### src/rtl/ecall_io_sequencer_pkg.sv
// Shared types and constants for the ECALL console I/O sequencer.
package ecall_io_sequencer_pkg;

  // Sequencer states, IDLE through RELEASE.
  typedef enum logic [2:0] {
    StIdle    = 3'd0,
    StPrint   = 3'd1,
    StRead    = 3'd2,
    StWb      = 3'd3,
    StRelease = 3'd4
  } state_e;

  // ECALL results always land in x10 (a0).
  localparam logic [4:0] RegA0 = 5'd10;

  // 7-seg display modes.
  localparam logic [1:0] DispIdle  = 2'd0;
  localparam logic [1:0] DispPrint = 2'd1;
  localparam logic [1:0] DispRead  = 2'd2;

endpackage

### src/rtl/ecall_io_sequencer_edge_pulse.sv
// Registered rising-edge detector with synchronous reset.
module ecall_io_sequencer_edge_pulse (
  input  logic clk_i,
  input  logic rst_i,
  input  logic level_i,
  output logic pulse_o
);

  logic level_q;

  // Track the previous level every cycle so a held level never re-fires.
  always_ff @(posedge clk_i) begin
    if (rst_i) begin
      level_q <= 1'b0;
    end else begin
      level_q <= level_i;
    end
  end

  assign pulse_o = level_i & ~level_q;

endmodule

### src/rtl/ecall_io_sequencer.sv
// ECALL console I/O sequencer: stalls the pipeline for print-int / read-int,
// drives the 7-seg, writes read results back to a0 and releases the stall once.
module ecall_io_sequencer
  import ecall_io_sequencer_pkg::*;
#(
  parameter int unsigned DATA_W   = 32,
  parameter int unsigned SW_W     = 16,
  parameter bit          SIGN_EXT = 1'b1,
  parameter int unsigned HOLD_CYC = 1000
) (
  input  logic              clk_i,
  input  logic              rst_i,
  input  logic              e_read_i,
  input  logic              e_write_i,
  input  logic [DATA_W-1:0] a0_data_i,
  input  logic [SW_W-1:0]   switch_i,
  input  logic              confirm_btn_i,
  output logic              stall_o,
  output logic              reg_we_o,
  output logic [4:0]        reg_waddr_o,
  output logic [DATA_W-1:0] reg_wdata_o,
  output logic [DATA_W-1:0] disp_data_o,
  output logic [1:0]        disp_mode_o
);

  // Keep at least one counter bit so HOLD_CYC=1 still elaborates.
  localparam int unsigned CntW = (HOLD_CYC > 1) ? $clog2(HOLD_CYC) : 1;
  localparam logic [CntW-1:0] CntMax = CntW'(HOLD_CYC - 1);

  state_e            state_q, state_d;
  logic [CntW-1:0]   cnt_q, cnt_d;
  logic [DATA_W-1:0] disp_data_q, disp_data_d;
  logic [DATA_W-1:0] reg_wdata_q, reg_wdata_d;
  logic [DATA_W-1:0] sw_ext;
  logic              conf_pulse;

  ecall_io_sequencer_edge_pulse u_confirm_edge (
    .clk_i   (clk_i),
    .rst_i   (rst_i),
    .level_i (confirm_btn_i),
    .pulse_o (conf_pulse)
  );

  // Widen the switch bank to the datapath width.
  always_comb begin
    if (SIGN_EXT) begin
      sw_ext = {{(DATA_W - SW_W){switch_i[SW_W-1]}}, switch_i};
    end else begin
      sw_ext = {{(DATA_W - SW_W){1'b0}}, switch_i};
    end
  end

  // Next-state, datapath captures and combinational outputs.
  always_comb begin
    state_d     = state_q;
    cnt_d       = cnt_q;
    disp_data_d = disp_data_q;
    reg_wdata_d = reg_wdata_q;
    stall_o     = 1'b0;
    reg_we_o    = 1'b0;
    disp_mode_o = DispIdle;
    unique case (state_q)
      StIdle: begin
        // Print wins when both requests are decoded together.
        if (e_write_i) begin
          stall_o     = 1'b1;
          state_d     = StPrint;
          disp_data_d = a0_data_i;
          cnt_d       = '0;
        end else if (e_read_i) begin
          stall_o = 1'b1;
          state_d = StRead;
        end
      end
      StPrint: begin
        stall_o     = 1'b1;
        disp_mode_o = DispPrint;
        // Confirm before the hold time expires is simply dropped.
        if (cnt_q == CntMax) begin
          if (conf_pulse) begin
            state_d = StRelease;
          end
        end else begin
          cnt_d = cnt_q + 1'b1;
        end
      end
      StRead: begin
        stall_o     = 1'b1;
        disp_mode_o = DispRead;
        if (conf_pulse) begin
          state_d     = StWb;
          reg_wdata_d = sw_ext;
        end
      end
      StWb: begin
        stall_o  = 1'b1;
        reg_we_o = 1'b1;
        state_d  = StRelease;
      end
      StRelease: begin
        // ECALL leaves ID this cycle; any request seen now is stale.
        state_d = StIdle;
      end
      default: begin
        state_d = StIdle;
      end
    endcase
  end

  // State and output registers; reset aborts any operation in flight.
  always_ff @(posedge clk_i) begin
    if (rst_i) begin
      state_q     <= StIdle;
      cnt_q       <= '0;
      disp_data_q <= '0;
      reg_wdata_q <= '0;
    end else begin
      state_q     <= state_d;
      cnt_q       <= cnt_d;
      disp_data_q <= disp_data_d;
      reg_wdata_q <= reg_wdata_d;
    end
  end

  assign reg_waddr_o = RegA0;
  assign reg_wdata_o = reg_wdata_q;
  assign disp_data_o = disp_data_q;

endmodule

### config.mk
export PLATFORM = sky130hd
export DESIGN_NAME = ecall_io_sequencer
export DESIGN_NICKNAME = d
export VERILOG_FILES = /design/src/rtl/ecall_io_sequencer_pkg.sv /design/src/rtl/ecall_io_sequencer_edge_pulse.sv /design/src/rtl/ecall_io_sequencer.sv
export SDC_FILE = /design/constraint.sdc
export NUM_CORES = 1
export LEC_CHECK = 0
export ABC_AREA = 0
export CAP_MARGIN = 20
export CELL_PAD_IN_SITES_DETAIL_PLACEMENT = 1
export CELL_PAD_IN_SITES_GLOBAL_PLACEMENT = 1
export CORE_MARGIN = 2
export CORE_UTILIZATION = 25
export CTS_CLUSTER_DIAMETER = 150
export DETAILED_ROUTE_END_ITERATION = 10
export PLACE_DENSITY_LB_ADDON = 0.2
export SLEW_MARGIN = 20
export SYNTH_ARGS = -nofsm -noshare
export SYNTH_HDL_FRONTEND = slang
export SYNTH_SLANG_ARGS = --single-unit
export TNS_END_PERCENT = 30
### constraint.sdc
create_clock -name clk_i -period 1.5 [get_ports clk_i]
set_input_delay 0.375 -clock clk_i [delete_from_list [all_inputs] [get_ports clk_i]]
set_output_delay 0.375 -clock clk_i [all_outputs]
set_load 0.02 [all_outputs]
* Word-level counts from Yosys, hierarchy flattened *
Index checks and enable logic that the tools add are counted.

storage, ports and cells
  bits of input ports = 53
  bits in writable memories = 0
  bits in registers = 62
  output and inout port bits = 73
  memories kept = 0
  latch bits = 0
  memory bits (read-only) = 0
  logic and storage cells = 39

operators by class
  divide/modulo/power cells = 0
  add/sub/neg operators = 1
  magnitude comparators = 0
  multipliers = 0
  multiplexer cells = 14
  shift-type cells = 0
  reductions and logical operators = 7
  equality and inequality tests = 10
  bitwise gates (word level) = 2

operators by type and width
  operator                                       count
  2-to-1 mux 10 bit                              2
  one-hot mux 10 bit (2 select lines)            1
  2-to-1 mux 3 bit                               5
  one-hot mux 3 bit (4 select lines)             1
  adder 10 x 1 -> 10 bit, second input constant  1
  == test 10 bit, second input constant          1
  != test 2 bit, second input constant           5
  == test 3 x 2 -> 1 bit, second input constant  2
  one-hot mux 2 bit (2 select lines)             1
  AND reduction 2 bit                            2
  AND reduction 4 bit                            1
  == test 3 x 1 -> 1 bit, second input constant  1
  logical NOT 3 bit                              1
  2-to-1 mux 1 bit                               3
  != test 3 bit, second input constant           1
  AND reduction 3 bit                            1
  OR reduction 3 bit                             1
  one-hot mux 1 bit (2 select lines)             1
  nonzero test 2 bit                             1
  AND 1 bit                                      1
  NOT 1 bit                                      1

* Longest topological paths before layout *
  depth in word-level cells = 5
  mapped depth = 6
  gate-level depth less buffers = 5

* By module *
A second synthesis with hierarchy kept.

second synthesis, totals
  cells, all modules = 323
  area total of the unflattened synthesis = 2,573.7 µm²

by module, submodules not included
  module                         times used  area each (µm²)  seq. area each (µm²)  cells each
  ecall_io_sequencer             1           2,526.2          1,221.2               320
  ecall_io_sequencer_edge_pulse  1           47.5             20.0                  3

* Worst setup path before layout *
Ideal clock, no wire load.

  kind = register to register
  start point = register state_q[1]
  end point = register reg_wdata_q[10], in the netlist reg_wdata_o[10]
  setup slack = -562 ps
  clock period less this slack = 2,062 ps
  cell stages (with the launch flop) = 7
  data required time = 1,372 ps
  path buffers = 2
  setup time = 128 ps
  arrival time = 1,935 ps
  path through = dfxtp_1 > buf_2 > nor3b_1 > nand2_1 > buf_2 > mux2i_1 > nor2_1

on the way
  cells in the longest elaborated chain, start to end = 2

ends and longest elaborated chain
  what                                  RTL line                   text
  start, declared                       ecall_io_sequencer.sv:30   state_e state_q, state_d;
  start signal, assigned                ecall_io_sequencer.sv:113  state_q <= StIdle;
  start signal, assigned                ecall_io_sequencer.sv:118  state_q <= state_d;
  == test 3 x 2 -> 1 bit                ecall_io_sequencer.sv:62   unique case (state_q)
  AND reduction 2 bit (no source line)  --
  end signal, assigned                  ecall_io_sequencer.sv:121  reg_wdata_q <= reg_wdata_d;
  end, declared                         ecall_io_sequencer.sv:33   logic [DATA_W-1:0] reg_wdata_q, reg_wdata_d;

Every way passes these cells.
A chain may end at the register's enable or synchronous reset.

* Worst setup path in the final report *
  start point = register state_q[0]
  end point = output disp_mode_o[0]

on the way
  cells in the longest elaborated chain, start to end = 2
  elaborated cells between the ends (all ways) = 3
  those cells by class = eq/ne: 2; mux: 1

ends and longest elaborated chain
  what                                                                     RTL line                  text
  == test 3 x 2 -> 1 bit / == test 3 x 1 -> 1 bit (equally long branches)  ecall_io_sequencer.sv:62
  one-hot mux 2 bit (2 select lines) *                                     ecall_io_sequencer.sv:62
  end, declared                                                            ecall_io_sequencer.sv:23  output logic [1:0] disp_mode_o

Every way passes the cells marked *; elsewhere a longest branch is shown, timed or not.

==> impl_metrics.csv <==
group,metric,value,unit
logic_synthesis,synth.largest_area_cell,"sky130_fd_sc_hd__dfxtp_1",
cells_and_area,num-fill-cells,1245,
detailed_routing,wire_length_per_cell_after_detailed_routing,15.1,um
place,placement.io_buffers,120,
global_routing,grt_pass1_wl,14400,um
sta,report.final.setup_viol,42,
setup_path,crit_buf_inv,2,
hold_path,worst_hold_startpoint,"disp_data_o[27]",
job,max_cap_violations,0,
global_routing,first_global_vias,2858,
detailed_routing,avgViaCountPerCell,4.47,
global_routing,grt_util_met1,0.187,
logic_synthesis,yosys_register_bits,62,
logic_synthesis,ys_top_cells_by_count,"sky130_fd_sc_hd__nand2_1 (73), sky130_fd_sc_hd__dfxtp_1 (62), sky130_fd_sc_hd__a21oi_1 (39), sky130_fd_sc_hd__nor2_1 (24), sky130_fd_sc_hd__buf_4 (22)",
detailed_routing,first_pass_iters,4,
place,post-place-ws,-0.636,ns
logic_synthesis,ys_types,40,
logic_synthesis,synth_simple_gate_area_frac,0.219,
place,gpl.final_weighted_congestion,0.766,
logic_synthesis,synth-seq-area-share,0.480,
floorplan,fp.coreArea,10200,um2
clock_tree,cts_max_level,3,
logic_synthesis,post-synth-top-count-cell,"sky130_fd_sc_hd__nand2_1",
setup_path,crit_fanout,3,
floorplan,design.die.area,11200,um2
run_status,failed_checks,"negative setup slack",
logic_synthesis,synth.cell_area,2590,um2
sta,finalClockSkew,0.0119,ns
clock_tree,clock_latency,0.35,ns
logic_synthesis,synth_xor_xnor_area_share,0,
logic_synthesis,synth.area.top_cells,"sky130_fd_sc_hd__dfxtp_1 (48%), sky130_fd_sc_hd__nand2_1 (11%), sky130_fd_sc_hd__a21oi_1 (7.5%), sky130_fd_sc_hd__mux2i_1 (7.0%), sky130_fd_sc_hd__buf_4 (6.4%)",
detailed_routing,drt-total-wl,8960,um
global_routing,initial_antenna_violation_count,0,
setup_path,worstSetupStartpointType,"flip-flop",
setup_path,worst_setup_path_startpoint,"state_q[0]",
global_routing,grt_overflow_total,0,
detailed_routing,first_iter_violations,46,
sta,holdWs,0.453,ns
logic_synthesis,post_synth_fa_ha_maj_area_fraction,0.00484,
logic_synthesis,combinational_family_with_the_most_area_after_synthesis,"simple AND/OR/NAND/NOR gates",
place,place.detailed.instances,562,
floorplan,boundaryPins,126,
logic_synthesis,syn-instance-count,310,
sta,finalCritPeriodShare,1.12,
setup_path,critPathMaxStageDelay,0.42,ns
clock_tree,hold_buffers,0,
global_routing,grt.met3_usage,0.0427,
power_and_ir_drop,power-per-cell-area,985,nW/um2
floorplan,initial_core_util,0.254,
cells_and_area,instances_no_fill,593,
logic_synthesis,synth-main-ff-cell,"sky130_fd_sc_hd__dfxtp_1",
detailed_routing,drc,0,
place,hpwlAfterDp,5770,um
clock_tree,cts.root.buffer_cell,"sky130_fd_sc_hd__clkbuf_8",
logic_synthesis,synth-async-reset-ratio,0,
floorplan,row_count,37,
logic_synthesis,yosys_warnings,0,
sta,setup_ws,-0.182,ns
cells_and_area,share_of_layout_cells_above_drive_strength_1,0.263,
setup_path,critPathRequiredTime,1.12,ns
detailed_routing,antenna_violating_nets_post_route,0,
clock_tree,clock_path_buffers,2,
cells_and_area,antenna-diode-count,0,
cells_and_area,design_area,4480,um2
setup_path,worstSetupPathType,"flip-flop to output pin",
hold_path,worst_hold_path_type,"flip-flop to flip-flop",
global_routing,grt_util_met2,0.293,
clock_tree,tritoncts.num_buffers,9,
setup_path,worstSetupEndpointType,"output pin",
setup_path,path_cells,"or3b_4, inv_4, buf_6",
floorplan,fp.dieH,106,um
power_and_ir_drop,leakage,2.10,nW
global_routing,grt_start_max_net_pins,25,
setup_path,slowest_stage,"sky130_fd_sc_hd__or3b_4",
sta,period_needed,1.68,ns
clock_tree,cts.sink_count,62,
logic_synthesis,synth_edf_count,0,
sta,fmax,595,MHz
global_routing,groute.usage.overall,0.165,
sta,rsz0062_at_grt,"true",
logic_synthesis,synth.area.mux_share,0.0696,
sta,final_max_slew_viol_count,0,
sta,timing.setup.tns,-4.18,ns
setup_path,arrival,1.31,ns
global_routing,globalRoute.busiestLayer,"met2",
setup_path,worstReg2RegStart,"state_q[0]",
floorplan,die_w,106,um
clock_tree,cts.reportedPaths.clkPinSlew,0.08,ns
power_and_ir_drop,ir_worst_vdd,0.397,mV
logic_synthesis,compound_cell_area_share_of_the_yosys_netlist,0.119,
cells_and_area,area_delta_synth_final,73.3,%
run_status,outcome,"complete, but fails checks",
setup_path,critPathTopFamily,"simple AND/OR/NAND/NOR gates",
detailed_routing,via_count,2652,
place,placement.cell_area,4020,um2
logic_synthesis,synthDominantCellAreaShare,0.480,
sta,timing_hold_violations_final,0,
cells_and_area,final_net_count,506,
clock_tree,cts_tree,"built",
logic_synthesis,syn_avg_cell_area,8.35,um2
## final cells by class
type | count | area [um2] | share of cell area
repair buffers | 168 | 1580 | 0.352
well taps | 136 | 170 | 0.0379
inverters | 5 | 21.3 | 0.00474
clock inverters | 3 | 65.1 | 0.0145
multi-input cells | 206 | 1230 | 0.275
flip-flops and latches | 62 | 1250 | 0.279
clock buffers | 13 | 169 | 0.0377
## where the power goes
group / total, mW / switching [mW] / internal [mW]
clock network: 1.76 / 0.691 / 1.07
registers: 1.76 / 0.0418 / 1.72
logic: 0.892 / 0.437 / 0.455
total: 4.42 / 1.17 / 3.25
## routing by layer
layer	share of wire	wire length [um]
met5	0	0
met4	0.018	158
met3	0.050	447
met2	0.51	4610
met1	0.42	3750
## worst paths after layout
check                                        to  slack (ns)  cells past startpoint
worst max-delay path             disp_mode_o[0]       -0.18                      3
worst min-delay path            disp_data_o[27]        0.45                      2
worst max register to register         cnt_q[5]       -0.17                      4
worst min register to register  disp_data_o[27]        0.45                      2
## cell families after synthesis
logic type                 Yosys count
DFF                                 62
muxes                               18
other                                2
adders and majority gates            1
AOI/OAI and AO/OA                   56
buffers and inverters               45
and+or+nand+nor                    126
## through the flow
stage / power (mW) / util
after floorplan: 2.16 / -
after global placement: 2.56 / 0.395
after detailed placement: 2.57 / 0.395
after CTS: 4.45 / 0.431
after global routing: 4.63 / 0.440
final: 4.42 / 0.440
## flip-flops by register name (all words and copies together) (netlist names)
signal	count
disp_data_o	32
cnt_q	10
u_confirm_edge.level_q	1
state_q	3
reg_wdata_o	16
## layout by cell type (no fill, tap or decap), drive strengths merged, types with 2 or more instances in the layout
| cell type | n |
|---|---|
| nor2 | 24 |
| clkbuf | 13 |
| a31oi | 2 |
| nand3 | 4 |
| nor4 | 2 |
| nor2b | 2 |
| buf | 70 |
| nor4b | 3 |
| nor3 | 6 |
| mux2i | 18 |
| conb | 5 |
| inv | 5 |
| bufinv | 2 |
| or4 | 3 |
| a21oi | 39 |
| nand2 | 73 |
| dlygate4sd2 | 49 |
| clkdlybuf4s50 | 49 |
| dfxtp | 62 |
| o21ai | 8 |
## worst min-delay path: stages (launching register included)
cell and delay, ns:
sky130_fd_sc_hd__dfxtp_1 0.31, sky130_fd_sc_hd__nand2_1 0.05, sky130_fd_sc_hd__a21oi_1 0.05
## repair_timing
item	4_1_cts	5_1_grt
gates resized for setup	175	22
setup endpoints to repair	109	47
setup buffers	10	2
gates cloned	4	0
pin swaps	12	4
Note: power is estimated with default switching activity, not from simulation.
